File: config.mk
export PLATFORM = sky130hd
export DESIGN_NAME = pipe_register
export DESIGN_NICKNAME = d
export VERILOG_FILES = /design/src/rtl/pipe_stage.sv /design/src/rtl/pipe_register.sv
export SDC_FILE = /design/constraint.sdc
export NUM_CORES = 1
export LEC_CHECK = 0
export ABC_CLOCK_PERIOD_IN_PS = 3130
export BUFFER_PORTS_ARGS = -buffer_cell sky130_fd_sc_hd__buf_2
export CAP_MARGIN = 20
export CORE_MARGIN = 2
export CORE_UTILIZATION = 35
export DETAILED_ROUTE_END_ITERATION = 8
export HOLD_SLACK_MARGIN = 0.03
export SYNTH_ARGS = -nofsm -noshare
export SYNTH_HDL_FRONTEND = slang
export SYNTH_SLANG_ARGS = --single-unit
File: constraint.sdc
create_clock -name clk -period 3.13 [get_ports clk]
set_input_delay 0.1565 -clock clk [delete_from_list [all_inputs] [get_ports clk]]
set_output_delay 0.1565 -clock clk [all_outputs]
set_load 0.01 [all_outputs]
File: src/rtl/pipe_stage.sv
`default_nettype none
// ============================================================================
// Module      : pipe_stage
// Description : One elastic pipeline stage: a valid bit plus a data word,
//               with the accept/advance handshake that lets bubbles collapse
//               so a full chain still moves one word per cycle.
// Revision    : 1.0 - initial release
// ============================================================================
module pipe_stage #(
    parameter int WIDTH = 16
) (
    input  logic             clk,
    input  logic             rst,
    input  logic             flush,
    input  logic             i_up_valid,
    input  logic [WIDTH-1:0] i_up_data,
    input  logic             i_down_accept,
    output logic             o_accept,
    output logic             o_valid,
    output logic [WIDTH-1:0] o_data
);

    logic             r_valid;
    logic [WIDTH-1:0] r_data;
    logic             w_advance;

    // The held word leaves when the next stage (or the consumer) takes it.
    assign w_advance = r_valid & i_down_accept;
    // A stage can load when it is empty or emptying this cycle.
    assign o_accept  = ~r_valid | w_advance;

    assign o_valid = r_valid;
    assign o_data  = r_data;

    // Reset clears everything; flush only drops the valid bit and keeps data.
    always_ff @(posedge clk) begin
        if (rst) begin
            r_valid <= 1'b0;
            r_data  <= '0;
        end else if (flush) begin
            r_valid <= 1'b0;
        end else if (o_accept) begin
            r_valid <= i_up_valid;
            r_data  <= i_up_data;
        end
    end

endmodule
`default_nettype wire

File: src/rtl/pipe_register.sv
`default_nettype none
// ============================================================================
// Module      : pipe_register
// Description : Parameterised valid/ready register pipeline of STAGES elastic
//               stages with flush and a registered occupancy counter. The only
//               combinational path is the ready chain out_ready -> in_ready.
// Revision    : 1.0 - initial release
// ============================================================================
module pipe_register #(
    parameter  int WIDTH  = 16,
    parameter  int STAGES = 2,
    localparam int CW     = $clog2(STAGES + 1)
) (
    input  logic             clk,
    input  logic             rst,
    input  logic             flush,
    input  logic             in_valid,
    output logic             in_ready,
    input  logic [WIDTH-1:0] in_data,
    output logic             out_valid,
    input  logic             out_ready,
    output logic [WIDTH-1:0] out_data,
    output logic [CW-1:0]    count
);

    // w_accept[i] is stage i's accept; the extra top bit is the consumer.
    logic [STAGES:0]   w_accept;
    logic [STAGES-1:0] w_valid;
    logic [WIDTH-1:0]  w_data [STAGES];
    logic              w_in_xfer;
    logic              w_out_xfer;
    logic [CW-1:0]     r_count;

    assign w_accept[STAGES] = out_ready;

    // Input is refused during reset and flush so nothing sneaks past a discard.
    assign in_ready   = w_accept[0] & ~flush & ~rst;
    assign w_in_xfer  = in_valid & in_ready;

    assign out_valid  = w_valid[STAGES-1];
    assign out_data   = w_data[STAGES-1];
    assign w_out_xfer = out_valid & out_ready;
    assign count      = r_count;

    for (genvar gi = 0; gi < STAGES; gi++) begin : g_stage
        logic             w_up_valid;
        logic [WIDTH-1:0] w_up_data;

        if (gi == 0) begin : g_head
            assign w_up_valid = w_in_xfer;
            assign w_up_data  = in_data;
        end else begin : g_body
            assign w_up_valid = w_valid[gi-1];
            assign w_up_data  = w_data[gi-1];
        end

        pipe_stage #(
            .WIDTH (WIDTH)
        ) u_stage (
            .clk           (clk),
            .rst           (rst),
            .flush         (flush),
            .i_up_valid    (w_up_valid),
            .i_up_data     (w_up_data),
            .i_down_accept (w_accept[gi+1]),
            .o_accept      (w_accept[gi]),
            .o_valid       (w_valid[gi]),
            .o_data        (w_data[gi])
        );
    end

    // Occupancy tracks transfers in and out; a simultaneous pair cancels.
    always_ff @(posedge clk) begin
        if (rst || flush) begin
            r_count <= '0;
        end else if (w_in_xfer && !w_out_xfer) begin
            r_count <= r_count + CW'(1);
        end else if (!w_in_xfer && w_out_xfer) begin
            r_count <= r_count - CW'(1);
        end
    end

endmodule
`default_nettype wire
Word-level counts from Yosys, hierarchy flattened
Index checks and enable logic that the tools add are counted.
- register bits: 36
- input port bits: 21
- output and inout bits: 20
- add/subtract/negate cells: 2
- muxes and demuxes: 2
- bitwise operators: 11
- reductions and logical operators: 9
- operators with widths (kind ; number):
    1-bit bitwise AND ; 5
    2-bit 2-to-1 mux ; 2
    1-bit inverter ; 4
    2-bit AND reduction ; 2
    2-bit by 1-bit adder with 2-bit output, second input constant ; 1
    1-bit logical AND ; 2
    1-bit logical NOT ; 2
    1-bit OR ; 2
    2-bit nonzero test ; 1
    2-bit OR reduction ; 1
    2-bit by 1-bit subtractor with 2-bit output, second input constant ; 1
    1-bit logical OR ; 1

Longest topological paths before layout
Gate-level depths: netlist of the first run.
- depth in word-level cells: 11
- depth in mapped cells: 8
- gate-level depth less buffers: 7

Cells and area by module
Synthesis of the first run repeated with hierarchy kept, for this count alone.
- cell total of the unflattened synthesis: 167
- area total of the unflattened synthesis: 1535.2 um^2
- by module, submodules not included (module ; times used ; cells each ; area an instance (um^2)):
    pipe_stage ; 2 ; 77 ; 710.7
    pipe_register ; 1 ; 13 ; 113.9

Least setup slack after synthesis of the first run
OpenSTA, ideal clock, no wires.
- path type: register to register
- from: reg g_stage[1].u_stage.r_valid
- to: reg r_count[1] (netlist: count[1])
- arrival: 1.885 ns
- data required time: 3.054 ns
- path slack: 1.169 ns
- stages on the path, launching flop included: 8
- path buffers: 1
- cells stage by stage: dfxtp_1 > nor2b_4 > buf_6 > a21boi_0 > and2_1 > ha_1 > or3_1 > a21boi_0
- word-level cells in the longest chain between the ends: 10
- ends and longest elaborated chain (item ; RTL line ; RTL):
    start, declared ; pipe_stage.sv:23 ; logic r_valid;
    start signal, assigned ; pipe_stage.sv:43 ; r_valid <= i_up_valid;
    1-bit bitwise AND or 1-bit inverter (tied branches) ; pipe_stage.sv:28, pipe_stage.sv:30 ;
    1-bit OR * ; pipe_stage.sv:30 ; assign o_accept = ~r_valid | w_advance;
    1-bit bitwise AND * ; pipe_stage.sv:28 ; assign w_advance = r_valid & i_down_accept;
    1-bit OR * ; pipe_stage.sv:30 ;
    1-bit bitwise AND * (2 in a row) ; pipe_register.sv:37 ; assign in_ready = w_accept[0] & ~flush & ~rst;
    named net in_ready ; pipe_register.sv:18 ; output logic in_ready,
    1-bit bitwise AND * ; pipe_register.sv:38 ; assign w_in_xfer = in_valid & in_ready;
    named net g_stage[0].u_stage.i_up_valid ; pipe_stage.sv:15 ; input logic i_up_valid,
    1-bit logical NOT ; pipe_register.sv:78 ; end else if (!w_in_xfer && w_out_xfer) begin
    1-bit logical AND ; pipe_register.sv:78 ;
    2-bit nonzero test (no source line) ; - ;
    end signal, assigned ; pipe_register.sv:77 ; r_count <= r_count + CW'(1);
    end signal, assigned ; pipe_register.sv:79 ; r_count <= r_count - CW'(1);
    end, declared ; pipe_register.sv:32 ; logic [CW-1:0] r_count;
The timed path passes the listed nets; every way through them passes the cells marked *.
A chain may end at the register's enable or synchronous reset.

Final worst setup path of the first run
- from: reg g_stage[1].u_stage.r_valid
- to: reg r_count[1] (netlist: count[1])
- word-level cells in the longest chain between the ends: 10
- ends and longest elaborated chain (item ; RTL line):
    1-bit bitwise AND or 1-bit inverter (tied branches) ; pipe_stage.sv:28, pipe_stage.sv:30
    1-bit OR * ; pipe_stage.sv:30
    1-bit bitwise AND * ; pipe_stage.sv:28
    1-bit OR * ; pipe_stage.sv:30
    1-bit bitwise AND * (2 in a row) ; pipe_register.sv:37
    1-bit bitwise AND * ; pipe_register.sv:38
    named net g_stage[0].u_stage.i_up_valid ; pipe_stage.sv:15
    1-bit logical NOT ; pipe_register.sv:78
    1-bit logical AND ; pipe_register.sv:78
    2-bit nonzero test (no source line) ; -
Marks and branches as above.

==> results.md, run 1 <==
- Sum of negative setup slack: 0 ns
- Crit path launch type: register
- I/O Pins: 41
- Antenna fix cells: 0
- Initial antenna violation count: 0
- Worst skew pair latency: roughly 0.28 ns
- Rel. slew slack: 52.8%
- Initial DRC Count: between 70 and 80
- Layout area overhead: 18.0%
- Post-synth top area share: 46.7%
- LEAKAGE: around 0.8 nW
- Seq/Total Area, Yosys: 46.7%
- Largest cells by area after synthesis: dfxtp_1 (47%), nand2b_1 (13%), mux2i_1 (10%)
- Critical path class: reg2reg
- Critical Path, Cell by Cell: nor2b_4, a21boi_0, and2_1, ha_1, or3_1, a21boi_0
- Post-synthesis cell type count: 24
- Critical-path top delay cell: nor2b_4
- RSZ-0062 raised after global routing: false
- Routed length per placed instance: 12.4 um
- Post-layout util: 42.4%
- R2r setup slk: 1.05 ns
- # resized after CTS: 0
- Clock Path Buffers: 2
- Min-delay src: in_data[8]
- Die area: 4960 um2
- Max Clock Freq: 0.481 GHz
- Gr usage total: 13.6%
- WP data required: ~3.3 ns
- Synth Area in Compound Gates: 13.5%
- Cell repeated most along the worst path: a21boi_0
- CTS Buf Count: 5
- Detailed-route via count: roughly 1200
- R2r worst-path depth: 6
- Setup crit end kind: register
- Synth Register Bits: 36
- Simple-gate share of the synthesized area: 21.6%
- Syn nets: 185
- Largest family of logic cells by synthesized area: simple AND/OR/NAND/NOR gates
- Clock-pin slew on the worst setup and hold paths: 0.07 ns
- Final min period: 2.08 ns
- Initial core utilization: 36.0%
- Residual DRC: 0
- Post-detailed-route count of antenna-violating nets: 0
- Critical R2R Launch: g_stage[1].u_stage.o_valid
- Vias in the first global route: 1209
- Cell Pwr Density: roughly 500 nW/um2
- Yosys warning count: 0
- Largest net degree at the start of global routing: 51
- Chip Height: ~70 um
- Worst Slack Setup Final: 1.05 ns
- Buf/Inv on CP: 0
- DP HPWL: 2100 um
- H-tree Lvls: 2
- R2r endpoint: count[1]
- Total grt overflow: 0
- Tcrit/Tclk final: 66.5%
- Die X: 70.4 um
- Final Hold Vio Count: 0
- Crit path largest cell delay: roughly 0.4 ns
- Worst Hold End: g_stage[0].u_stage.o_data[8]
- Post-Syn Area: 1540 um2
- Cell chosen for the clock root: clkbuf_8
- Syn Area/Cell: 9.47 um2
- Post-synthesis xor/xnor area fraction: 1.13%
- Final Max Tran Viols: 0
- Final setup fails: 0
- Critical Path Fanout Max: 20
- Post-synthesis adder-cell area fraction: less than 1%
- Final GP Congestion: roughly 0.75
- Final net count: 220
- TritonRoute pass-1 iters: 4
- Share of cells above drive strength 1: 26.1%
- TritonCTS clock tree: yes
- VDD IR max: 173 uV
- Port bufs: 40
- Worst Tran Pin Value: 0.706 ns
- Post-CTS Setup Inserts: 0
- CP top delay family: simple AND/OR/NAND/NOR gates
- Hold Buf Count CTS: 0
- Outcome: finished clean
- Hold slack: roughly 0.13 ns
- Via-per-instance ratio: 4.78
- CTS Sinks: 36
- Core ar.: 4290 um2
- Total wire length: 3120 um
- CP arrival: 2.29 ns
- Dpl ws: slightly above 1 ns
- Largest area contributor in the netlist: dfxtp_1
- Global-route wire length before repair: between 5000 and 6000 um
- Hold depth: 3
- Hold Crit Class: in2reg
- Max_cap viols: 0
- Cells after synthesis: about 160
- Portion of netlist area occupied by mux cells: between 10% and 20%
- Site Rows: 24
- Clock skew: 0.00298 ns
cells in the mapped netlist:
library cell / instances
xor2_1: 2
or3_1: 1
nand3_1: 16
mux2i_1: 16
dfxtp_1: 36
and2_1: 1
nand2_1: 1
buf_2: 2
a21oi_1: 17
buf_6: 1
nor2_2: 1
o21ai_0: 17
clkbuf_1: 5
buf_4: 3
nor2b_4: 1
a21oi_4: 1
inv_1: 1
a21boi_0: 2
buf_12: 1
ha_1: 1
o21a_1: 1
clkbuf_2: 1
nor3_1: 2
nand2b_1: 33
metrics by stage:
step	power, mW	std cells	cell area, um2
2_1_floorplan	0.562	163	1540
3_3_place_gp	0.592	243	1730
3_5_place_dp	0.594	243	1730
4_1_cts	0.924	251	1820
5_1_grt	0.954	251	1820
6_report	0.914	251	1820
sequential cells by signal (all words and copies together), names as in the netlist:
register                 count
count                        2
g_stage.u_stage.o_valid      2
g_stage.u_stage.o_data      32
worst max path at each step:
stage                                from        to  cells past startpoint
6_report       g_stage[1].u_stage.o_valid  count[1]                      6
5_1_grt        g_stage[1].u_stage.o_valid  count[1]                      6
4_1_cts        g_stage[1].u_stage.o_valid  count[1]                      6
3_5_place_dp   g_stage[1].u_stage.o_valid  count[1]                      6
3_3_place_gp   g_stage[1].u_stage.o_valid  count[1]                      6
2_1_floorplan  g_stage[1].u_stage.o_valid  count[1]                      7
tightest hold or removal path, cell delays in order:
cell,delay (ns)
buf_2,0.09
nand2b_1,0.05
mux2i_1,0.06
where the power goes:
part / internal [mW] / leakage, nW / switching, mW
clock: 0.175 / 0.0510 / 0.157
sequential: 0.480 / 0.295 / 0.0117
combinational: 0.0430 / 0.436 / 0.0474
total: 0.698 / 0.782 / 0.216
layout make-up:
type / count / area [um2]
clock inverter: 2 / 10.0
multi-input combinational: 113 / 732
fill: 449 / 2470
inverter: 1 / 3.75
tap: 52 / 65.1
timing repair buffer: 41 / 208
clock buffer: 6 / 82.6
sequential: 36 / 721
metal layers:
| metal | vias up | part of all wire (%) | GRT usage (%) |
|---|---|---|---|
| met5 | - | 0 | 0 |
| met4 | 0 | 1.7 | 5.13 |
| met3 | 5 | 4.3 | 3.17 |
| met2 | 25 | 46 | 22.6 |
| met1 | 549 | 48 | 17.1 |
| li1 | 622 | - | - |
placed cells by master, fill, tap and decap left out:
cell type / instances
a21boi_0: 2
a21oi_1: 17
a21oi_4: 1
and2_1: 1
buf_2: 40
buf_4: 1
clkbuf_8: 6
clkinv_2: 2
dfxtp_1: 36
ha_1: 1
inv_1: 1
mux2i_1: 16
nand2_1: 1
nand2b_1: 33
nand3_1: 16
nor2_2: 1
nor2b_4: 1
nor3_1: 2
o21a_1: 1
o21ai_0: 17
or3_1: 1
xor2_1: 2
cell families (layout without fill, tap and decap cells):
kind of cell,Yosys count,in the layout
compound gates,38,38
xor+xnor,2,2
fa+ha+maj,1,1
buf+inv,14,50
flops,36,36
mux,16,16
simple gates,56,56
Note: power is estimated with default switching activity, not from simulation.
==> run 2, diff against run 1 <==
--- a/config.mk
+++ b/config.mk
@@ -5,7 +5,8 @@
 export SDC_FILE = /design/constraint.sdc
 export NUM_CORES = 1
 export LEC_CHECK = 0
-export ABC_CLOCK_PERIOD_IN_PS = 3130
+export ABC_AREA = 1
+export ABC_CLOCK_PERIOD_IN_PS = 2200
 export BUFFER_PORTS_ARGS = -buffer_cell sky130_fd_sc_hd__buf_2
 export CAP_MARGIN = 20
 export CORE_MARGIN = 2
==> constraint.sdc (replaced) <==
create_clock -name clk -period 2.2 [get_ports clk]
set_input_delay 0.11 -clock clk [delete_from_list [all_inputs] [get_ports clk]]
set_output_delay 0.11 -clock clk [all_outputs]
set_load 0.01 [all_outputs]
==> results.md, run 2 <==
- Outcome: finished clean
- Finished Cell Area: 1820 um2
- Final Non-Filler Cells: 283
- Detailed-route via count: 1234
- CP arrival: 1.80 ns
- Clock-pin slew on the worst setup and hold paths: 0.07 ns
- Crit path launch type: register
- Rel. slew slack: approximately three quarters
- Post-detailed-route count of antenna-violating nets: 0
- Gr usage total: roughly an eighth
- Critical Path Fanout Max: 19
- Total grt overflow: 0
- Sum of negative setup slack: 0 ns
- Synth cell count leaders: nor2_1 (46), dfxtp_1 (36), nand2_1 (23)
- Hold slack: about 0.099 ns
- Setup crit end kind: register
- Most frequent cells in the layout: nor2_1 (46), buf_2 (40), dfxtp_1 (36)
- Largest area contributor in the netlist: dfxtp_1
- Ys flop type: dfxtp_1
- Clock Path Buffers: 2
- Residual DRC: 0
- Max_cap viols: 0
- Final net count: 252
- Tcrit/Tclk final: 71.5%
- Post-CTS Setup Inserts: 0
- WP data required: between 2 and 2.5 ns
- Syn Area/Cell: between 8 and 9 um2
- Chip Height: 70.1 um
- Most frequent cell after synthesis: nor2_1
- Placed inst area: 1730 um2
- LEAKAGE: 0.877 nW
- DP HPWL: 2080 um
- Hold Crit Class: in2reg
- Placed insts: 275
- Final min period: 1.57 ns
- Largest net degree at the start of global routing: 33
- Total wire length: 2990 um
- Worst skew pair latency: 0.29 ns
- Port bufs: 40
- Cell Pwr Density: approximately 740 nW/um2
- Seq/Total Area, Yosys: 47.1%
- Initial core utilization: 35.6%
- Critical-path top delay cell: dfxtp_1
- Share of cells above drive strength 1: 33.3%
- Initial antenna violation count: 0
- H-tree Lvls: 2
- Number of flops mapped to enable cells by yosys: 0
- Yosys warning count: 0
- # resized after CTS: 0
- Core ar.: between 4000 and 5000 um2
- RSZ-0062 raised after global routing: false
- Global-route wire length before repair: 4950 um
- Antenna fix cells: 0
- Number of flip-flops in the largest register: 32
- Die area: between 4000 and 5000 um2
- Largest cells by area after synthesis: dfxtp_1 (47%), nor2_1 (11%), nand3b_1 (7.9%)
- Async SR Flop Fraction: 0%
- Critical Path, Cell by Cell: nand3_4, nand2_1, nor2_1, ha_1, inv_1, nand3_1, nand2_1, inv_1, nor2_1
- Clock skew: 0.00714 ns
- Hold Buf Count CTS: 0
- Crit path largest cell delay: about 0.44 ns
- Post-synth top area share: approximately 47%
- Final setup fails: 0
- Max Clock Freq: 0.636 GHz
- Post-synthesis cell type count: 22
- CTS Sinks: 36
- Via-per-instance ratio: 4.36
- Cell chosen for the clock root: clkbuf_8
- Commonest non-fill, non-tap cell in the layout: nor2_1
- Initial DRC Count: 92
- CTS Buf Count: 5
- Post-Syn Area: approximately 1500 um2
- TritonCTS clock tree: yes
- TritonRoute pass-1 iters: 4
- Final Max Tran Viols: 0
- Syn nets: ~210
- Site Rows: 24
- Final GP Congestion: between 0.6 and 0.7
- Worst Tran Pin Value: 0.354 ns
- Vias in the first global route: ~1100
- Routed length per placed instance: 10.5 um
- Critical path class: reg2reg
- Synth Register Bits: 36
- Final Hold Vio Count: 0
- Layout area overhead: 18.9%
- VDD IR max: 218 uV
- Cells after synthesis: 190
- I/O Pins: 41
- Die X: 70.1 um
-- run 2: changes by cell type in the layout (fill, tap and decap cells not counted), moves of 7 or more --
| cell | delta |
|---|---|
| inv_1 | +9 |
| nand2_1 | +22 |
| nand3b_1 | +16 |
| a21oi_1 | -14 |
| o21ai_1 | +7 |
| nor2_2 | +18 |
| mux2i_1 | -16 |
| o21ai_0 | -7 |
| nor2_1 | +46 |
| nand2b_1 | -33 |
| nand3_1 | -15 |
-- run 2: area by class of cell --
| class | count | area, um2 |
|---|---|---|
| multi-input cells | 132 | 679 |
| clock buffers | 5 | 68.8 |
| fillers | 478 | 2480 |
| well taps | 52 | 65.1 |
| inverters | 14 | 57.6 |
| clock inverters | 3 | 18.8 |
| flip-flops and latches | 36 | 721 |
| repair buffers | 41 | 208 |
-- run 2: cell families after synthesis --
group	after synthesis	synth area share (%)
AO/OA/AOI/OAI	20	6.55
adder cells (fa/ha/maj)	1	0.818
buffers and inverters	22	8.43
flip-flops	36	47.1
AND/OR/NAND/NOR	111	37.1
-- run 2: layer usage --
| metal | wire, um | global-route usage (%) | vias to the layer above |
|---|---|---|---|
| li1 | - | - | 673 |
| met1 | 1350 | 15.5 | 533 |
| met2 | 1460 | 21.3 | 22 |
| met3 | 105 | 3.17 | 6 |
| met4 | 66 | 6.41 | 0 |
| met5 | 0 | 0 | - |
-- run 2: final timing paths --
path                                start                      endpoint  slack, ns  depth (start not counted)
max reg2reg    g_stage[1].u_stage.o_valid                      count[1]       0.63                          9
max            g_stage[1].u_stage.o_valid                      count[1]       0.63                          9
min reg2reg  g_stage[1].u_stage.o_data[1]  g_stage[1].u_stage.o_data[1]       0.48                          2
min                              in_valid    g_stage[0].u_stage.o_valid        0.1                          3
-- run 2: power by group --
group          leakage [nW]  internal, mW  total, mW  switching, mW
Clock                0.0479         0.220      0.461          0.241
Sequential            0.298         0.695      0.719         0.0244
Combinational         0.531        0.0747      0.173         0.0981
-- run 2: worst max-delay path, delay by kind of cell, from the launching register on --
kind / cells / cell delay [ns]
buf+inv: 2 / 0.13
fa+ha+maj: 1 / 0.28
simple gates: 6 / 0.66
flops: 1 / 0.44
-- run 2: metrics by stage --
step	util, %	power, mW	worst slack (ns)
finish	42.3	1.35	0.627
global route	42.3	1.43	0.474
global placement	40.3	0.908	0.683
CTS	42.3	1.37	0.614
floorplan	-	0.858	0.673
detailed placement	40.3	0.911	0.621
==> run 3, diff against run 2 <==
--- a/config.mk
+++ b/config.mk
@@ -6,7 +6,7 @@
 export NUM_CORES = 1
 export LEC_CHECK = 0
 export ABC_AREA = 1
-export ABC_CLOCK_PERIOD_IN_PS = 2200
+export ABC_CLOCK_PERIOD_IN_PS = 1290
 export BUFFER_PORTS_ARGS = -buffer_cell sky130_fd_sc_hd__buf_2
 export CAP_MARGIN = 20
 export CORE_MARGIN = 2
==> constraint.sdc (replaced) <==
create_clock -name clk -period 1.29 [get_ports clk]
set_input_delay 0.0645 -clock clk [delete_from_list [all_inputs] [get_ports clk]]
set_output_delay 0.0645 -clock clk [all_outputs]
set_load 0.01 [all_outputs]
==> results.md, run 3 (synthesis results as in run 2) <==
- Port bufs: 40
- Final Hold Vio Count: 0
- Initial DRC Count: 74
- Vias in the first global route: about 1100
- Clock-pin slew on the worst setup and hold paths: 0.07 ns
- Setup crit end kind: register
- Hold Crit Class: in2reg
- Critical R2R Launch: g_stage[1].u_stage.o_valid
- Start point of the critical path: g_stage[1].u_stage.o_valid
- LEAKAGE: approximately 0.9 nW
- Post-detailed-route count of antenna-violating nets: 0
- Cell chosen for the clock root: clkbuf_8
- Share of cells above drive strength 1: a little over a third
- Clock skew: about 0.0075 ns
- Sum of negative setup slack: 0 ns
- DP HPWL: just over 2000 um
- Critical-path top delay cell: dfxtp_4
- Final setup fails: 0
- Final Max Tran Viols: 0
- Commonest non-fill, non-tap cell in the layout: nor2_1
- R2r worst-path depth: 9
- TritonRoute pass-1 iters: 4
- Detailed-route via count: 1239
- Rel. slew slack: 81.3%
- Outcome: finished clean
- Residual DRC: 0
- Cell Pwr Density: 1460 nW/um2
- Max Clock Freq: 0.839 GHz
- Max layer used: met4
- Dpl ws: 0.0627 ns
- Clock Path Buffers: 2
- Tcrit/Tclk final: 92.4%
- Worst Slack Setup Final: 0.0981 ns
- Wire length on met3: approximately 170 um
- Chip Height: roughly 70 um
- PnR Total Power: about 2.8 mW
- Layout area overhead: 25.7%
- Antenna fix cells: 0
- WP data required: 1.52 ns
- Number of flip-flops in the largest register: 32
- Worst skew pair latency: 0.28 ns
- Largest net degree at the start of global routing: 33
- Final Non-Filler Cells: 286
- Filler cells: 447
- Final net count: roughly 260
- Area occupied by multi-input gates: 687 um2
- Core ar.: between 4000 and 5000 um2
- Placed insts: 278
- DR WL met2: between 1000 and 1500 um
- TritonCTS clock tree: yes
- Placed inst area: between 1500 and 2000 um2
- Critical Path, Cell by Cell: nand3_4, nand2_2, nor2_1, ha_1, inv_2, nand3_2, nand2_1, inv_1, nor2_1
- Register area: about 730 um2
- Routed length per placed instance: 10.4 um
- Gr usage total: about an eighth
- Worst setup path end: count[1]
- Most frequent cells in the layout: nor2_1 (46), buf_2 (40), dfxtp_1 (34)
- H-tree Lvls: 2
- Cell repeated most along the worst path: nor2_1
- I/O Pins: 41
- Initial antenna violation count: 0
- Post-CTS Setup Inserts: 0
- Hold slack: 0.0511 ns
- CP arrival: between 1 and 1.5 ns
- Global-route wire length before repair: ~5000 um
- CTS Sinks: 36
- RSZ-0062 raised after global routing: false
- R2r endpoint: count[1]
- Met1 wire length: between 1000 and 1500 um
- Die X: approximately 70 um
- Final GP Congestion: 0.690
- Max_cap viols: 0
- Crit path largest cell delay: 0.38 ns
- Worst Tran Pin Value: 0.280 ns
- R2r setup slk: between 0.09 and 0.1 ns
- Finished Cell Area: ~1900 um2
- Crit path launch type: register
- CTS Buf Count: 5
- Via-per-instance ratio: around 4.3
- Post-layout util: 44.8%
- Critical Path Fanout Max: 4
- Initial core utilization: 35.6%
- Total wire length: 2960 um
- Total grt overflow: 0
- VDD IR max: 609 uV
- Critical path class: reg2reg
- Final min period: 1.19 ns
- Die area: 4910 um2
- Site Rows: 24
## run 3: cell types whose count changed in the layout (fill, tap and decap cells not counted), sizes merged
cell and delta:
buf +3, clkinv -3, clkbuf +1, bufinv +2
## run 3: timing repair
| item | CTS | global route |
|---|---|---|
| endpoints found under the hold margin | 0 | 0 |
| setup endpoints to repair | 0 | 2 |
| gates resized for setup | 0 | 2 |
| hold buffers | 0 | 0 |
## run 3: power breakdown
part,switching [mW],total (mW),internal [mW]
clock network,0.393,1.28,0.889
logic,0.168,0.301,0.133
registers,0.0417,1.23,1.18
total,0.603,2.81,2.21
## run 3: how the worst min path moves through the flow
| stage | cells past startpoint | from | to |
|---|---|---|---|
| after floorplan | 2 | in_valid | g_stage[0].u_stage.o_valid |
| after global placement | 3 | in_valid | g_stage[0].u_stage.o_valid |
| after detailed placement | 3 | in_valid | g_stage[0].u_stage.o_valid |
| after CTS | 3 | in_valid | g_stage[0].u_stage.o_valid |
| after global routing | 3 | in_valid | g_stage[0].u_stage.o_valid |
| final | 3 | in_valid | g_stage[0].u_stage.o_valid |
## run 3: layer usage
metal / up-vias / GRT usage, %
met5: - / 0
met4: 0 / 4.49
met3: 2 / 5.34
met2: 23 / 21.3
met1: 536 / 15.1
li1: 678 / -
## run 3: critical path: cells and delay by family, from the launching register on
kind                       cells  cell delay [ns]
DFF                            1             0.38
and+or+nand+nor                6             0.37
adders and majority gates      1             0.27
buffers and inverters          2             0.12
## run 3: layout make-up
type	count	share of cell area [%]
multi-input cells	132	35.7
well taps	52	3.39
clock inverters	2	3.13
repair buffers	44	12.0
inverters	14	3.13
clock buffers	6	4.88
flip-flops and latches	36	37.8
